### src/rtl/cpu_pipe_pkg.sv
// Shared types for the pipeline hazard unit.
// Holds the operand-forwarding source codes, the hazard FSM state encoding
// and the per-stage destination tag record that travels EX -> MEM -> WB.
package cpu_pipe_pkg;

    // Tag register fields are sized for the widest supported register file;
    // narrower REG_AW values are zero-extended into them (REG_AW <= TAG_AW).
    localparam int TAG_AW = 8;

    typedef enum logic [2:0] {
        FWD_RF     = 3'd0,
        FWD_EX_LO  = 3'd1,
        FWD_EX_HI  = 3'd2,
        FWD_MEM_LO = 3'd3,
        FWD_MEM_HI = 3'd4,
        FWD_WB_LO  = 3'd5,
        FWD_WB_HI  = 3'd6
    } fwd_sel_e;

    typedef enum logic [1:0] {
        ST_RUN    = 2'd0,
        ST_DRAIN  = 2'd1,
        ST_HALTED = 2'd2
    } hz_state_e;

    typedef struct packed {
        logic              valid;
        logic              wr1_en;
        logic [TAG_AW-1:0] wr1_reg;
        logic              wr2_en;
        logic [TAG_AW-1:0] wr2_reg;
        logic              is_load;
    } stage_tag_t;

    // Codes run LO/HI per stage in age order, so the code is a simple
    // function of stage index (EX=0, MEM=1, WB=2) and result half.
    function automatic fwd_sel_e fwd_code(input int stage, input logic hi);
        return fwd_sel_e'(3'(1 + 2 * stage + (hi ? 1 : 0)));
    endfunction

endpackage

### src/rtl/pipe_tag_stage.sv
// One pipeline-stage destination tag register.
// Ports:
//   clk      - clock, rising edge
//   rst      - asynchronous active-high reset, clears the tag to invalid
//   bubble_i - load an invalid tag instead of tag_i
//   tag_i    - tag from the previous stage
//   tag_o    - registered tag for this stage
module pipe_tag_stage
    import cpu_pipe_pkg::*;
(
    input  logic       clk,
    input  logic       rst,
    input  logic       bubble_i,
    input  stage_tag_t tag_i,
    output stage_tag_t tag_o
);

    stage_tag_t tag_d;
    stage_tag_t tag_q;

    always_comb begin
        tag_d = bubble_i ? stage_tag_t'('0) : tag_i;
    end

    always_ff @(posedge clk or posedge rst) begin
        if (rst) begin
            tag_q <= '0;
        end else begin
            tag_q <= tag_d;
        end
    end

    assign tag_o = tag_q;

endmodule

### src/rtl/pipe_hazard_unit.sv
// Pipeline hazard unit: operand forwarding, load-use stall, branch flush and
// halt drain for a 5-stage pipeline with dual-write (LO/HI) instructions.
// Ports:
//   clk, rst                      - clock; asynchronous active-high reset
//   id_valid, id_rs1/2_used       - ID instruction valid and source-read flags
//   id_rs1, id_rs2                - ID source register addresses
//   id_wr1_en/reg, id_wr2_en/reg  - ID LO/HI destination writes
//   id_is_load, id_halt           - ID instruction is a load / halt
//   ex_br_taken                   - branch resolved taken in EX
//   stall                         - hold PC and IF/ID
//   flush_ifid                    - clear IF/ID to a bubble
//   bubble_idex                   - load a bubble into ID/EX
//   fwd_a, fwd_b                  - operand source select (fwd_sel_e codes)
//   halted                        - pipeline drained after halt
module pipe_hazard_unit
    import cpu_pipe_pkg::*;
#(
    parameter int REG_AW      = 4,
    parameter int LOAD_STALL  = 1,
    parameter int ZERO_REG_HW = 0
) (
    input  logic              clk,
    input  logic              rst,
    input  logic              id_valid,
    input  logic              id_rs1_used,
    input  logic              id_rs2_used,
    input  logic [REG_AW-1:0] id_rs1,
    input  logic [REG_AW-1:0] id_rs2,
    input  logic              id_wr1_en,
    input  logic              id_wr2_en,
    input  logic [REG_AW-1:0] id_wr1_reg,
    input  logic [REG_AW-1:0] id_wr2_reg,
    input  logic              id_is_load,
    input  logic              id_halt,
    input  logic              ex_br_taken,
    output logic              stall,
    output logic              flush_ifid,
    output logic              bubble_idex,
    output logic [2:0]        fwd_a,
    output logic [2:0]        fwd_b,
    output logic              halted
);

    hz_state_e  state_q, state_d;
    stage_tag_t id_tag;
    stage_tag_t ex_tag_q, mem_tag_q, wb_tag_q;
    logic [3:0] res_a, res_b;
    logic       load_use;

    always_comb begin
        id_tag         = '0;
        id_tag.valid   = id_valid;
        id_tag.wr1_en  = id_wr1_en;
        id_tag.wr1_reg = TAG_AW'(id_wr1_reg);
        id_tag.wr2_en  = id_wr2_en;
        id_tag.wr2_reg = TAG_AW'(id_wr2_reg);
        id_tag.is_load = id_is_load;
    end

    pipe_tag_stage u_ex_tag (
        .clk      (clk),
        .rst      (rst),
        .bubble_i (bubble_idex),
        .tag_i    (id_tag),
        .tag_o    (ex_tag_q)
    );

    pipe_tag_stage u_mem_tag (
        .clk      (clk),
        .rst      (rst),
        .bubble_i (1'b0),
        .tag_i    (ex_tag_q),
        .tag_o    (mem_tag_q)
    );

    pipe_tag_stage u_wb_tag (
        .clk      (clk),
        .rst      (rst),
        .bubble_i (1'b0),
        .tag_i    (mem_tag_q),
        .tag_o    (wb_tag_q)
    );

    // Returns {load_use_hazard, fwd_code}. Only the youngest matching stage
    // decides; if that stage holds a load whose data is not ready yet the
    // operand cannot be forwarded from any older stage either, so the code
    // falls back to RF and the hazard bit requests a stall.
    function automatic logic [3:0] resolve(input logic used,
                                           input logic [REG_AW-1:0] src,
                                           input stage_tag_t t0,
                                           input stage_tag_t t1,
                                           input stage_tag_t t2);
        stage_tag_t        t;
        logic [TAG_AW-1:0] s;
        logic              lo, hi, done, src_ok;
        logic [3:0]        r;
        r      = 4'd0;
        done   = 1'b0;
        s      = TAG_AW'(src);
        src_ok = used && !((ZERO_REG_HW != 0) && (src == '0));
        for (int i = 0; i < 3; i++) begin
            t  = (i == 0) ? t0 : ((i == 1) ? t1 : t2);
            lo = t.valid && t.wr1_en && (t.wr1_reg == s);
            hi = t.valid && t.wr2_en && (t.wr2_reg == s);
            if (!done && src_ok && (lo || hi)) begin
                done = 1'b1;
                if (t.is_load && (i < LOAD_STALL)) begin
                    r = {1'b1, FWD_RF};
                end else begin
                    r = {1'b0, fwd_code(i, !lo)};
                end
            end
        end
        return r;
    endfunction

    assign res_a    = resolve(id_rs1_used, id_rs1, ex_tag_q, mem_tag_q, wb_tag_q);
    assign res_b    = resolve(id_rs2_used, id_rs2, ex_tag_q, mem_tag_q, wb_tag_q);
    assign load_use = id_valid && (res_a[3] || res_b[3]);

    always_ff @(posedge clk or posedge rst) begin
        if (rst) begin
            state_q <= ST_RUN;
        end else begin
            state_q <= state_d;
        end
    end

    always_comb begin
        state_d     = state_q;
        stall       = 1'b0;
        flush_ifid  = 1'b0;
        bubble_idex = 1'b0;
        halted      = 1'b0;
        fwd_a       = res_a[2:0];
        fwd_b       = res_b[2:0];
        case (state_q)
            ST_RUN: begin
                // A taken branch kills whatever sits in ID, so neither its
                // load-use hazard nor its halt may take effect.
                if (ex_br_taken) begin
                    flush_ifid  = 1'b1;
                    bubble_idex = 1'b1;
                end else begin
                    if (load_use) begin
                        stall       = 1'b1;
                        bubble_idex = 1'b1;
                    end
                    if (id_valid && id_halt) begin
                        state_d = ST_DRAIN;
                    end
                end
            end
            ST_DRAIN: begin
                stall       = 1'b1;
                bubble_idex = 1'b1;
                // EX always refills with a bubble here, so once EX and MEM
                // are empty the WB tag leaves on this edge and all three
                // stages are empty as HALTED is entered.
                if (!ex_tag_q.valid && !mem_tag_q.valid) begin
                    state_d = ST_HALTED;
                end
            end
            ST_HALTED: begin
                stall       = 1'b1;
                bubble_idex = 1'b1;
                halted      = 1'b1;
            end
            default: begin
                state_d = ST_RUN;
            end
        endcase
        if (rst) begin
            state_d     = ST_RUN;
            stall       = 1'b0;
            flush_ifid  = 1'b0;
            bubble_idex = 1'b0;
            halted      = 1'b0;
            fwd_a       = 3'd0;
            fwd_b       = 3'd0;
        end
    end

endmodule

### config.mk
export PLATFORM = sky130hd
export DESIGN_NAME = pipe_hazard_unit
export DESIGN_NICKNAME = d
export VERILOG_FILES = /design/src/rtl/cpu_pipe_pkg.sv /design/src/rtl/pipe_tag_stage.sv /design/src/rtl/pipe_hazard_unit.sv
export SDC_FILE = /design/constraint.sdc
export NUM_CORES = 1
export LEC_CHECK = 0
export CAP_MARGIN = 20
export CORE_MARGIN = 3
export CORE_UTILIZATION = 54
export CTS_BUF_LIST = sky130_fd_sc_hd__clkbuf_4
export DETAILED_ROUTE_END_ITERATION = 6
export PLACE_DENSITY = 0.81
export SETUP_SLACK_MARGIN = 0.05
export SLEW_MARGIN = 15
export SYNTH_ARGS = -nofsm -noshare
export SYNTH_HDL_FRONTEND = slang
export SYNTH_SLANG_ARGS = --single-unit
### constraint.sdc
create_clock -name clk -period 2.67 [get_ports clk]
set_input_delay 0.4005 -clock clk [delete_from_list [all_inputs] [get_ports clk]]
set_output_delay 0.4005 -clock clk [all_outputs]
set_load 0.005 [all_outputs]
==> results of run 1 <==
## per-stage QoR
step,setup TNS (ns),instance area (um^2)
6_report,0,2820
3_3_place_gp,-2.78,2560
5_1_grt,-0.00817,2820
3_5_place_dp,-2.99,2560
4_1_cts,-0.00171,2740
2_1_floorplan,0,2050
## cells by family (layout without fill, tap and decap cells)
family | Yosys count | after routing | share of synthesized area, %
and+or+nand+nor | 75 | 75 | 20.2
xor gates and xnor gates | 48 | 48 | 20.5
DFF | 36 | 36 | 44.0
AOI/OAI and AO/OA | 22 | 22 | 7.27
buffers and inverters | 14 | 79 | 4.46
adders and majority gates | 5 | 5 | 3.06
muxes | 1 | 1 | 0.489
## registers in the layout, summed over array words and instances, names as in the netlist
signal / count
state_q: 2
u_ex_tag.tag_o: 12
u_mem_tag.tag_o: 11
u_wb_tag.tag_o: 11
## worst max-delay path: stages (launching register included)
cell and delay [ns]:
dfrtp_1 0.43, xnor2_2 0.14, nand4_1 0.16, or4_4 0.46
or3b_4 0.40, o2bb2ai_4 0.13, buf_2 0.13
## power by group through the flow
stage	registers [W]	clock network (W)	logic, W
after global placement	0.000848	0	0.000588
after global routing	0.000874	0.000299	0.000809
after detailed placement	0.000856	0	0.000599
final	0.000857	0.000270	0.000746
after CTS	0.000842	0.000272	0.000674
after floorplan	0.000811	0	0.000407
## how the worst max path moves through the flow
stage,to,cells after the start,slack (ns),from
2_1_floorplan,fwd_a[1],5,0.56,id_rs1[0]
3_3_place_gp,fwd_a[2],8,-0.43,id_rs1[0]
3_5_place_dp,fwd_a[1],8,-0.48,id_rs1[0]
4_1_cts,fwd_a[1],6,-0.002,u_wb_tag.tag_o[2]
5_1_grt,fwd_a[2],6,-0.008,u_mem_tag.tag_o[19]
6_report,fwd_a[1],6,0.07,u_wb_tag.tag_o[2]
## metal layers
metal / track usage (%) / vias to the layer above
met3: 6.82 / 20
met4: 14.7 / 0
met5: 0 / -
li1: - / 809
met2: 42.8 / 91
met1: 32.0 / 854
## layout by cell type, fill, tap and decap left out, types with 5 or more instances in the layout
| master | count |
|---|---|
| nor2_1 | 9 |
| nand2_1 | 16 |
| nor3_2 | 11 |
| dfrtp_1 | 36 |
| xnor2_1 | 15 |
| clkbuf_4 | 5 |
| clkdlybuf4s50_1 | 19 |
| nand4_1 | 7 |
| dlygate4sd2_1 | 11 |
| nor2b_1 | 13 |
| a21oi_1 | 5 |
| nand3_1 | 6 |
| xor2_1 | 28 |
| buf_4 | 29 |
## layout make-up
class | instances | area, um^2 | share of cell area [%]
flip-flops and latches | 36 | 901 | 32.0
inverters | 5 | 18.8 | 0.666
multi-input cells | 151 | 1220 | 43.3
clock buffers | 5 | 37.5 | 1.33
repair buffers | 67 | 577 | 20.5
clock inverters | 2 | 7.51 | 0.266
well taps | 46 | 57.6 | 2.04
## repair_timing
action / 4_1_cts / 5_1_grt
endpoints found under the setup margin: 8 / 6
setup buffers: 4 / 4
resized for setup: 52 / 9
pin swaps: 16 / 9
==> results.cfg, run 1 <==
[yosys]
ys_top_cells_by_count = dfrtp_1 (36), xor2_1 (32), nand2_1 (16), xnor2_1 (16), nor2b_1 (13)
synth_top_area_share_pct = 44.0
ys_ff_latch = 36
synth.area.top_cells = dfrtp_1 (44%), xor2_1 (14%), xnor2_1 (6.8%)
synth_top_area_cell = dfrtp_1
async_flop_share_pct = 100
synth.distinct_cells = 36
synth_seq_area_share_pct = 44.0
yosys_warnings = 0
synth_edf_count = 0
yosysMostFrequentCell = dfrtp_1
ys.flop_type = dfrtp_1
netlist_instances = 201
syn_avg_cell_area_um2 = 10.2
syn-cell-area_um2 = 2050
synth_nets = 232

[global_route]
track_usage_pct = 26.5
grt_overflow_total = 0
grt_pass1_vias = 1773
antenna_found_initial = 0
grt_pass1_wl_um = 8530
grt_max_degree = 23

[sta]
maxSlewHeadroom_pct = 74.8
setup_ws_ns = 0.0734
fin_hold_ws_ns = 0.358
post-route-period-util_pct = 97.3
clock_skew_ns = 0.0248
rsz0062_at_grt = yes
fin_crit_ns = 2.60
fmax_ghz = 0.385
hold_viol_final = 0
finalMaxSlewViolations = 0
setup_viol = 0
tightest_slew_ns = 0.374

[drt]
wirelength_um = 5730
antenna_left = 0
vias_per_cell = 5.69
post_drt_wl_per_cell_um = 18.4
wl_met2_um = 2860
top_layer_used = met4
drt-met1-wl_um = 2230
drt-pass1-iter-count = 5
vias = 1774
wl_met3_um = 408
dr.first_iter.drc_count = 186
drc_errors = 0

[finish]
fin_util_pct = 80.6
finalNonFillerCells = 312
diodes = 0
fillers = 227
drive_above_1_share_pct = 26.7
fin_nets = 297
area_growth_pct = 37.7

[critical_path]
critPathMaxFanout = 2
cp-start-kind = register
r2r-start = state_q[0]
endpoint_kind = output port
r2r_end = u_ex_tag.tag_o[18]
arrival_ns = 2.20
cp.required_ns = 2.27
setup.worst_path.class = reg2out
r2r_cells = 9
r2r_slack_ns = 0.67

[floorplan]
start_util_pct = 58.6
coreArea_um2 = 3490
dieArea_um2 = 4570
io_pins = 36
core.rowCount = 21
die-width_um = 67.6
die_h_um = 67.6

[clock_network]
cts.clk_slew.worst_paths_ns = 0.12
cts-root-buf = clkbuf_4
clock_latency_ns = 0.36
cts_sinks = 36
cts_hold_buf = 0
cts_made_buffers = 5
h-tree-depth = 2
clockBufferDepth = 2
cts_tree = yes

[power_and_ir_drop]
vdd_drop_max_v = 0.000409
p_seq_share_pct = 45.7
p_sw_w = 0.000731
internal_power_w = 0.00114
power.density_nw_per_um2 = 665
clockPowerShare_pct = 14.4
swShare_pct = 39.0
combPwrFrac_pct = 39.9
p_leak_nw = 1.23
fin_total_pwr_w = 0.00187

[status]
status = finished, final reports clean

[worst_hold_path]
holdPathEnd = u_mem_tag.tag_o[9]
hold_start = u_ex_tag.tag_o[9]
min_path_cells = 0
hp-class = reg2reg

[placed_design]
place_inst = 297
dp_slack_ns = -0.479
detailed_place_hpwl_um = 3840
numPortBuffers = 35
place.gp.congestion = 0.938

[run]
cap_violations = 0
No activity file was read; power rests on OpenSTA's default activity.
==> inputs of run 2 (changes only) <==
--- a/config.mk
+++ b/config.mk
@@ -6,12 +6,15 @@
 export NUM_CORES = 1
 export LEC_CHECK = 0
 export CAP_MARGIN = 20
+export CELL_PAD_IN_SITES_DETAIL_PLACEMENT = 1
+export CELL_PAD_IN_SITES_GLOBAL_PLACEMENT = 1
 export CORE_MARGIN = 3
-export CORE_UTILIZATION = 54
+export CORE_UTILIZATION = 42
 export CTS_BUF_LIST = sky130_fd_sc_hd__clkbuf_4
 export DETAILED_ROUTE_END_ITERATION = 6
-export PLACE_DENSITY = 0.81
+export PLACE_DENSITY_LB_ADDON = 0.1
 export SETUP_SLACK_MARGIN = 0.05
+export SKIP_CTS_REPAIR_TIMING = 1
 export SLEW_MARGIN = 15
 export SYNTH_ARGS = -nofsm -noshare
 export SYNTH_HDL_FRONTEND = slang
==> results.cfg, run 2 (same netlist as run 1, synthesis figures left out) <==
[status]
status = finished, final reports clean

[clock_network]
clockBufferDepth = 2
cts_sinks = 36
h-tree-depth = 2
cts.clk_slew.worst_paths_ns = 0.11
cts-root-buf = clkbuf_4
cts_tree = yes
cts_made_buffers = 5
clock_latency_ns = 0.35

[global_route]
antenna_found_initial = 0
grt_pass1_vias = 1908
grt_max_degree = 22
track_usage_pct = 22.0
grt_pass1_wl_um = 9380
grt_overflow_total = 0

[power_and_ir_drop]
fin_total_pwr_w = 0.00202
vdd_drop_max_v = 0.000385
p_leak_nw = 1.35
power.density_nw_per_um2 = 697

[sta]
fin_hold_ws_ns = 0.391
post-route-period-util_pct = 96.8
tightest_slew_ns = 0.419
rsz0062_at_grt = yes
finalMaxSlewViolations = 0
maxSlewHeadroom_pct = 72.0
hold_viol_final = 0
clock_skew_ns = 0.0146
fmax_ghz = 0.387
final.setup.tns_ns = 0
setup_viol = 0
fin_crit_ns = 2.58

[critical_path]
slowest_stage = or3b_1
r2r_end = u_ex_tag.tag_o[2]
r2r-start = u_ex_tag.tag_o[1]
setup.worst_path.class = in2out
max_stage_delay_ns = 0.39
path_cells = dlymetal6s2s_1 > buf_4 > xor2_1 > nor2_1 > a221oi_1 > or3b_1 > o2bb2ai_1 > buf_2
arrival_ns = 2.18
critPathMaxFanout = 4
r2r_cells = 8
cp.required_ns = 2.27
endpoint_kind = output port
cp-start-kind = input pin
r2r_slack_ns = 0.73

[worst_hold_path]
holdPathEnd = u_wb_tag.tag_o[9]
min_path_cells = 0
hold_start = u_mem_tag.tag_o[9]
hp-class = reg2reg

[drt]
vias = 1777
dr.first_iter.drc_count = 96
drc_errors = 0
drt-pass1-iter-count = 4
antenna_left = 0
post_drt_wl_per_cell_um = 19.1
wirelength_um = 6340
vias_per_cell = 5.37

[finish]
fin_util_pct = 64.1
largest_reg_flops = 12
mostFrequentLayoutCell = dfrtp_1
fin_nets = 296
area_growth_pct = 42.0
fin_area_um2 = 2910
diodes = 0
drive_above_1_share_pct = 26.3
mostFrequentLayoutCells = dfrtp_1 (36), buf_4 (28), xor2_1 (27)

[floorplan]
die_h_um = 75.8
die-width_um = 75.8
io_pins = 36
core.rowCount = 24
start_util_pct = 45.1
coreArea_um2 = 4530
dieArea_um2 = 5750

[run]
cap_violations = 0

[placed_design]
detailed_place_hpwl_um = 4540
place_area_um2 = 2590
numPortBuffers = 35
place.gp.congestion = 0.906
[run 2: worst max-delay path by stage]
stage | startpoint | to | slack (ns) | cells past startpoint
final | id_rs1[1] | fwd_a[1] | 0.09 | 8
after global routing | id_rs1[1] | fwd_a[1] | 0.02 | 8
after CTS | id_rs1[1] | fwd_a[1] | -0.59 | 8
after detailed placement | id_rs1[1] | fwd_a[1] | -0.60 | 8
after global placement | id_rs1[1] | fwd_a[1] | -0.52 | 8
after floorplan | id_rs1[0] | fwd_a[1] | 0.56 | 5
[run 2: layout make-up]
cell class | instances | area (um^2)
fill | 481 | 1630
tap | 65 | 81.3
inverter | 5 | 18.8
timing repair buffer | 66 | 609
clock buffer | 5 | 37.5
sequential | 36 | 901
multi-input combinational | 151 | 1220
clock inverter | 3 | 42.5
[run 2: metrics by stage]
stage	worst slack, ns	std cells
after CTS	-0.591	325
after detailed placement	-0.600	317
after global placement	-0.520	317
after floorplan	0.558	201
after global routing	0.0158	331
final	0.0851	331
[run 2: layer usage]
metal	part of all wire, %	GRT usage (%)
met3	3.2	4.09
met1	44	28.4
met4	2.4	8.74
met2	51	36.5
met5	0	0
[run 2: critical path: cells and delay by family]
kind,cells,cell delay [ns]
xor+xnor,1,0.29
simple gates,2,0.51
compound gates,2,0.42
buf+inv,3,0.56
[run 2: report_power, final]
part | total [W] | switching (W) | internal (W) | leakage (nW)
Combinational | 0.000770 | 0.000409 | 0.000361 | 0.868
Clock | 0.000396 | 0.000200 | 0.000195 | 0.0412
Sequential | 0.000859 | 0.000170 | 0.000690 | 0.445
==> inputs of run 3 (changes only) <==
--- a/config.mk
+++ b/config.mk
@@ -9,7 +9,7 @@
 export CELL_PAD_IN_SITES_DETAIL_PLACEMENT = 1
 export CELL_PAD_IN_SITES_GLOBAL_PLACEMENT = 1
 export CORE_MARGIN = 3
-export CORE_UTILIZATION = 42
+export CORE_UTILIZATION = 35
 export CTS_BUF_LIST = sky130_fd_sc_hd__clkbuf_4
 export DETAILED_ROUTE_END_ITERATION = 6
 export PLACE_DENSITY_LB_ADDON = 0.1
==> results.cfg, run 3 (same netlist as run 1, synthesis figures left out) <==
[finish]
area_growth_pct = 42.9
drive_above_1_share_pct = 27.7
mostFrequentLayoutCell = dfrtp_1
fin_util_pct = 52.5
largest_reg_flops = 12
multi_input_area_um2 = 1210
regArea_um2 = 903
mostFrequentLayoutCells = dfrtp_1 (34), buf_4 (29), xor2_1 (28)
fin_area_um2 = 2930
diodes = 0
fillers = 622
fin_nets = 297

[status]
status = finished, final reports clean

[drt]
antenna_left = 0
vias = 1694
drc_errors = 0
post_drt_wl_per_cell_um = 17.9
drt-pass1-iter-count = 4
vias_per_cell = 5.00
dr.first_iter.drc_count = 47
wirelength_um = 6060

[power_and_ir_drop]
power.density_nw_per_um2 = 677
p_leak_nw = 1.38
vdd_drop_max_v = 0.000358

[sta]
setup_viol = 0
tightest_slew_ns = 0.318
setup_ws_ns = 0.0736
fin_hold_ws_ns = 0.395
hold_viol_final = 0
post-route-period-util_pct = 97.2
rsz0062_at_grt = yes
maxSlewHeadroom_pct = 78.7
fmax_ghz = 0.385
fin_crit_ns = 2.60
clock_skew_ns = 0.0120
finalMaxSlewViolations = 0

[critical_path]
slowest_stage = dfrtp_1
max_stage_delay_ns = 0.43
setup.worst_path.class = reg2out
endpoint_kind = output port
path_cells = xor2_1 > nor3_1 > buf_4 > buf_4 > a22oi_2 > buf_4 > a311oi_4 > buf_2
arrival_ns = 2.20
critPathMaxFanout = 3
cp.required_ns = 2.27
r2r_slack_ns = 0.59
crit_path_frequent_cell = buf_4
cp-start-kind = register

[placed_design]
dp_slack_ns = -0.602
detailed_place_hpwl_um = 4700
numPortBuffers = 35
place_area_um2 = 2630
place.gp.congestion = 0.818

[floorplan]
die_h_um = 82.5
coreArea_um2 = 5570
die-width_um = 82.5
io_pins = 36
dieArea_um2 = 6800
core.rowCount = 27
start_util_pct = 36.7

[worst_hold_path]
hp-class = reg2reg

[clock_network]
h-tree-depth = 2
clockBufferDepth = 2
cts_sinks = 36
cts.clk_slew.worst_paths_ns = 0.11
cts_tree = yes
cts-root-buf = clkbuf_4
cts_made_buffers = 5
clock_latency_ns = 0.35

[global_route]
grt_overflow_total = 0
antenna_found_initial = 0
track_usage_pct = 19.2
grt_pass1_wl_um = 9420
grt_max_degree = 22
grt_pass1_vias = 1955

[run]
cap_violations = 0
run 3: report_power, final:
part / switching (W) / total (W) / internal (W) / leakage, nW
sequential: 0.000168 / 0.000860 / 0.000692 / 0.443
combinational: 0.000375 / 0.000730 / 0.000355 / 0.892
clock: 0.000195 / 0.000390 / 0.000195 / 0.0412
total: 0.000739 / 0.00198 / 0.00124 / 1.38
run 3: critical path, delay by kind of cell (launching register included):
family                    cells  cell delay, ns
xor gates and xnor gates      1            0.18
AOI/OAI and AO/OA             2            0.41
buffers and inverters         4            0.62
DFF                           1            0.43
and+or+nand+nor               1            0.22
run 3: final timing paths:
check,end,startpoint,depth (start not counted)
max,bubble_idex,u_ex_tag.tag_o[11],8
max reg2reg,u_ex_tag.tag_o[19],u_ex_tag.tag_o[11],9
max in group asynchronous,u_ex_tag.tag_o[10],rst,4
min in group asynchronous,u_wb_tag.tag_o[12],rst,4
min,u_mem_tag.tag_o[9],u_ex_tag.tag_o[9],0
min reg2reg,u_mem_tag.tag_o[9],u_ex_tag.tag_o[9],0
run 3: final cells by class:
class / count / area share, %
well taps: 72 / 3.08
inverters: 5 / 0.642
multi-input cells: 151 / 41.5
clock inverters: 3 / 1.45
clock buffers: 5 / 1.28
repair buffers: 67 / 21.2
flip-flops and latches: 36 / 30.9
run 3: per-stage QoR:
stage / TNS (ns) / cells / total power (W)
5_1_grt: -0.0514 / 339 / 0.00212
6_report: 0 / 339 / 0.00198
2_1_floorplan: 0 / 201 / 0.00122
4_1_cts: -3.82 / 336 / 0.00191
3_5_place_dp: -3.77 / 328 / 0.00151
3_3_place_gp: -3.29 / 328 / 0.00148
run 3: routing by layer:
layer,wire (um),vias to the layer above,GRT usage (%)
li1,-,802,-
met2,3300,32,35.1
met5,0,-,0
met1,2490,852,22.0
met4,84,0,5.98
met3,183,8,4.56
